==> src/rtl/aes_pkg.sv <==
// aes_pkg: shared opcode encoding for the AES round scheduler.
package aes_pkg;
    typedef enum logic [2:0] {
        NOOP            = 3'd0,
        AESENC          = 3'd1,
        AESENCLAST      = 3'd2,
        AESENCFULL      = 3'd3,
        AESKEYGENASSIST = 3'd4
    } opcode;
endpackage

==> src/rtl/aes_round_sched.sv <==
// aes_round_sched: AES round/key-schedule control FSM.
// Define AES_SBOX_WAIT_EN to insert one SBOX wait cycle before every ROUND cycle.
module aes_round_sched
    import aes_pkg::*;
(
    input  logic       clk,
    input  logic       rst,
    input  logic       start_i,
    input  opcode      opcode_i,
    input  logic [7:0] rcon_i,
    output logic       ready_o,
    output logic       zero_rnd_o,
    output logic       full_enc_o,
    output logic       final_rnd_o,
    output logic       key_sub_o,
    output logic       gen_key_o,
    output logic       next_rnd_o,
    output logic [7:0] rcon_o,
    output logic [3:0] round_o,
    output logic       done_o
);
`ifdef AES_SBOX_WAIT_EN
    typedef enum logic [2:0] {IDLE, INIT, ROUND, KEYGEN, DONE, SBOX} state_t;
    localparam state_t RND_ENTRY = SBOX;
`else
    typedef enum logic [2:0] {IDLE, INIT, ROUND, KEYGEN, DONE} state_t;
    localparam state_t RND_ENTRY = ROUND;
`endif
    state_t     r_state, w_nstate;
    opcode      r_op, w_nop;
    logic [3:0] r_round, w_nround;
    logic [7:0] r_rcon, w_nrcon, w_xtime;
    logic       w_acc, w_full, w_last, w_single;
    assign w_acc    = start_i && !rst && r_state == IDLE &&
                      (opcode_i inside {AESENC, AESENCLAST, AESENCFULL, AESKEYGENASSIST});
    assign w_single = opcode_i == AESENC || opcode_i == AESENCLAST;
    assign w_full   = r_op == AESENCFULL;
    assign w_last   = !w_full || r_round >= 4'd10;
    assign w_xtime  = {r_rcon[6:0], 1'b0} ^ (r_rcon[7] ? 8'h1B : 8'h00);
    always_ff @(posedge clk) begin
        if (rst) begin
            r_state <= IDLE;
            r_op    <= NOOP;
            r_round <= 4'd0;
            r_rcon  <= 8'h00;
        end else begin
            r_state <= w_nstate;
            r_op    <= w_nop;
            r_round <= w_nround;
            r_rcon  <= w_nrcon;
        end
    end
    always_comb begin
        w_nstate    = r_state;
        w_nop       = r_op;
        w_nround    = r_round;
        w_nrcon     = r_rcon;
        ready_o     = 1'b0;
        zero_rnd_o  = 1'b0;
        full_enc_o  = 1'b0;
        final_rnd_o = 1'b0;
        key_sub_o   = 1'b0;
        gen_key_o   = 1'b0;
        next_rnd_o  = 1'b0;
        done_o      = 1'b0;
        rcon_o      = 8'h00;
        round_o     = r_round;
        case (r_state)
            IDLE: begin
                ready_o = 1'b1;
                if (w_acc) begin
                    w_nop    = opcode_i;
                    w_nstate = (opcode_i == AESENCFULL) ? INIT :
                               (opcode_i == AESKEYGENASSIST) ? KEYGEN : RND_ENTRY;
                    w_nround = w_single ? 4'd1 : 4'd0;
                    w_nrcon  = (opcode_i == AESENCFULL) ? 8'h01 :
                               (opcode_i == AESKEYGENASSIST) ? rcon_i : 8'h00;
                end
            end
            INIT: begin
                zero_rnd_o = 1'b1;
                w_nstate   = RND_ENTRY;
                w_nround   = 4'd1;
            end
`ifdef AES_SBOX_WAIT_EN
            SBOX: w_nstate = ROUND;
`endif
            ROUND: begin
                full_enc_o  = 1'b1;
                gen_key_o   = w_full;
                next_rnd_o  = w_full;
                rcon_o      = r_rcon;
                final_rnd_o = r_op == AESENCLAST || (w_full && r_round == 4'd10);
                // round and rcon are cleared on exit so idle-side outputs read zero
                w_nstate    = w_last ? DONE : RND_ENTRY;
                w_nround    = w_last ? 4'd0 : r_round + 4'd1;
                w_nrcon     = w_last ? 8'h00 : w_xtime;
            end
            KEYGEN: begin
                key_sub_o = 1'b1;
                gen_key_o = 1'b1;
                rcon_o    = r_rcon;
                w_nstate  = DONE;
                w_nrcon   = 8'h00;
            end
            DONE: begin
                done_o   = 1'b1;
                w_nstate = IDLE;
                w_nop    = NOOP;
            end
            default: w_nstate = IDLE;
        endcase
        if (rst) begin
            ready_o     = 1'b1;
            zero_rnd_o  = 1'b0;
            full_enc_o  = 1'b0;
            final_rnd_o = 1'b0;
            key_sub_o   = 1'b0;
            gen_key_o   = 1'b0;
            next_rnd_o  = 1'b0;
            done_o      = 1'b0;
            rcon_o      = 8'h00;
            round_o     = 4'd0;
        end
    end
endmodule

==> config.mk <==
export PLATFORM = sky130hd
export DESIGN_NAME = aes_round_sched
export DESIGN_NICKNAME = d
export VERILOG_FILES = /design/src/rtl/aes_pkg.sv /design/src/rtl/aes_round_sched.sv
export SDC_FILE = /design/constraint.sdc
export NUM_CORES = 1
export LEC_CHECK = 0
export ABC_AREA = 1
export BUFFER_PORTS_ARGS = -buffer_cell sky130_fd_sc_hd__buf_2
export CAP_MARGIN = 20
export CORE_MARGIN = 3
export CORE_UTILIZATION = 30
export CTS_CLUSTER_SIZE = 24
export DETAILED_ROUTE_END_ITERATION = 8
export SLEW_MARGIN = 5
export SYNTH_ARGS = -nofsm -noshare
export SYNTH_HDL_FRONTEND = slang
export SYNTH_SLANG_ARGS = --single-unit
==> constraint.sdc <==
create_clock -name clk -period 1.9 [get_ports clk]
set_clock_uncertainty 0.2 [all_clocks]
set_input_delay 0.285 -clock clk [delete_from_list [all_inputs] [get_ports clk]]
set_output_delay 0.285 -clock clk [all_outputs]
set_load 0.03 [all_outputs]
==> results_dict.tcl <==
set metrics [dict create \
    cp.arrival_ns 1.35 \
    yosys_most_used_dff "dfxtp_1" \
    final_cell_mix "nand2_1 (56), nor2_1 (41), buf_2 (26)" \
    p_leak_uw 0.0008417 \
    finalSetupViolations 0 \
    maxSlewHeadroom 0.7908 \
    overflow 0 \
    grt_pass1_wl_um 5030 \
    p_seq_frac 0.415 \
    dr.first_iter.drc_count 49 \
    synth_xor_area_frac 0.01413 \
    clk_pin_slew_ns 0.07 \
    std_cell_rows 22 \
    yosysTopAreaCell "dfxtp_1" \
    synthTopCellsByArea "dfxtp_1 (29%), nand2_1 (18%), nor2_1 (14%)" \
    cts_buffers 3 \
    die_area_mm2 0.004941 \
    routed_via_density 4.648 \
    final_common_cell "nand2_1" \
    htree_levels 1 \
    yosysSeqAreaShare 0.2906 \
    synth_mux_area_frac 0 \
    hpwl_um 2351 \
    cpPeakStageDelay_ns 0.36 \
    synthArstFlopShare 0 \
    start_kind "register" \
    ff2ff_path_depth 11 \
    core-area_mm2 0.003826 \
    dpl.cell_count 290 \
    syn_area_per_cell_um2 5.990 \
    route.detailed.drc 0 \
    utilization 0.4415 \
    clockBufferDepth 2 \
    p_per_area_mw_per_mm2 639.2 \
    routabilityCongestion 0.7743 \
    ctsRootBufferMaster "clkbuf_8" \
    worstSetupPathType "register to primary output" \
    area_growth_pct 36.23 \
    worstMarginPinSlew_ns 0.3110 \
    initial_core_util 0.3241 \
    io_pins 34 \
    synth_enable_flop_cells 0 \
    holdPathStages 2 \
    die_width_um 70.29 \
    synth-seq-cells 18 \
    hold_class "input port to register" \
    drtAntennaViolNets 0 \
    die_h_um 70.29 \
    endpoint_kind "primary output" \
    first_global_vias 1170 \
    cts_tree "done" \
    drt_pass1_iterations 4 \
    fin_crit_ns 1.839 \
    fmax_ghz 0.5437 \
    cpMaxStageDelayCell "dfxtp_4" \
    grt_max_degree 17 \
    wirelength_um 3242 \
    p_int_uw 712.6 \
    insertion_delay_ns 0.25 \
    path_max_fanout 4 \
    synth_cell_types 23 \
    fin_crit_sh 0.9681 \
    antenna_found_initial 0 \
    clockPowerShare 0.291 \
    sw_frac_of_total 0.3400 \
    syn-num-nets 223 \
    grtUsageTotal 0.1215 \
    synth_compound_area_frac 0.07467 \
    fin_nets 267 \
    vias 1385 \
    avgRoutedWirePerCell_um 10.88 \
    maxCapViolations 0 \
    synthCells 207 \
    io_buffers 33 \
    synthAdderAreaFrac 0.02018 \
    synth_top_area_frac 0.2906 \
    synth_warnings 0 \
    diodes 0 \
    layout.cells.non_filler 298 \
    fill_cells 436 \
    outcome "complete, no violations" \
    hold_viol 0 \
    yosys.area_share.simple 0.4783 \
    synth_top_family_by_area "simple AND/OR/NAND/NOR gates" \
    ir_worst_vdd_uv 278.9 \
    switching_power_uw 367.1 \
    synth_area_mm2 0.001240 \
    combPwrFrac 0.295 \
    drive_above_1_share 0.3160 \
    drv_slew 0 \
    path_cells "inv_4 > ha_4 > nand2_2 > nor2_4 > nor2_2 > nor4_4 > buf_6" \
    cp.required_ns 1.41 \
    cts_num_sinks 18 \
]
-- what timing repair did --
action,in CTS,in global routing
buffers inserted,0,3
setup endpoints to repair,10,13
pin swaps,0,6
endpoints found under the hold margin,0,0
resized for setup,7,35
hold buffers,0,0
cloned,0,1
-- path summary, 6_finish.rpt --
check,startpoint,to,slack [ns]
max,r_round[0]$_SDFFE_PP0P_,final_rnd_o,0.06
max reg2reg,r_round[0]$_SDFFE_PP0P_,r_rcon[2]$_SDFFE_PP0P_,0.24
min,rst,r_op[2]$_SDFFE_PP0P_,0.11
min reg2reg,r_round[3]$_SDFFE_PP0P_,r_round[3]$_SDFFE_PP0P_,0.30
-- synthesized netlist by cell type, types with 3 or more instances --
cell type	number
nand2_1	58
nor2_1	45
inv_1	24
dfxtp_1	18
a21oi_1	13
nand4_1	9
nand3_1	8
o21ai_0	4
buf_6	3
nand2_2	3
nand2_4	3
-- final cells by class --
| class | instances | area (um^2) | share of cell area |
|---|---|---|---|
| Clock buffer | 4 | 55.05 | 0.03259 |
| Multi-Input combinational cell | 157 | 808.3 | 0.4785 |
| Tap cell | 48 | 60.06 | 0.03556 |
| Timing Repair Buffer | 44 | 281.5 | 0.1667 |
| Inverter | 27 | 107.6 | 0.06370 |
| Sequential cell | 18 | 376.6 | 0.2230 |
-- routing by layer --
| layer | wire [um] | up-vias | track usage |
|---|---|---|---|
| li1 | - | 734 | - |
| met1 | 1537 | 617 | 0.1623 |
| met2 | 1522 | 30 | 0.2027 |
| met3 | 156 | 4 | 0.01727 |
| met4 | 26 | 0 | 0.03191 |
| met5 | 0 | - | 0 |
-- kinds of logic (layout without fill, tap and decap cells) --
logic type,Yosys count,count (layout)
and+or+nand+nor,134,135
buffers and inverters,33,75
AOI/OAI and AO/OA,18,18
DFF,18,18
adders and majority gates,2,2
xor gates and xnor gates,2,2
-- power groups by stage --
stage | combinational, uW | sequential, uW | clock (uW)
after floorplan | 237 | 445 | 0
after global placement | 291 | 452 | 0
after detailed placement | 290 | 453 | 0
after CTS | 293 | 447 | 325
after global routing | 360 | 453 | 338
final | 318 | 448 | 314
-- critical path, delay by kind of cell, from the launching register on --
kind          cells  cell delay [ns]
fa+ha+maj         1             0.12
buf+inv           2             0.23
flops             1             0.36
simple gates      4             0.38
-- sequential cells by signal (all words and copies together) (netlist names) --
register,count
r_round,4
r_rcon,8
r_op,3
r_state,3
-- through the flow --
| stage | TNS (ns) | total power, uW | hold slack (ns) | area [um^2] | setup slack (ns) |
|---|---|---|---|---|---|
| 2_1_floorplan | -0.01143 | 682.2 | 0.2441 | 1257 | -0.01143 |
| 3_3_place_gp | 0 | 743.0 | 0.2708 | 1506 | 0.1703 |
| 3_5_place_dp | 0 | 743.5 | 0.2760 | 1506 | 0.1488 |
| 4_1_cts | -0.02721 | 1065 | 0.08897 | 1573 | -0.02721 |
| 5_1_grt | -0.01068 | 1151 | 0.1236 | 1689 | -0.004424 |
| 6_report | 0 | 1080 | 0.1095 | 1689 | 0.06068 |
No activity file was read; power rests on OpenSTA's default activity.
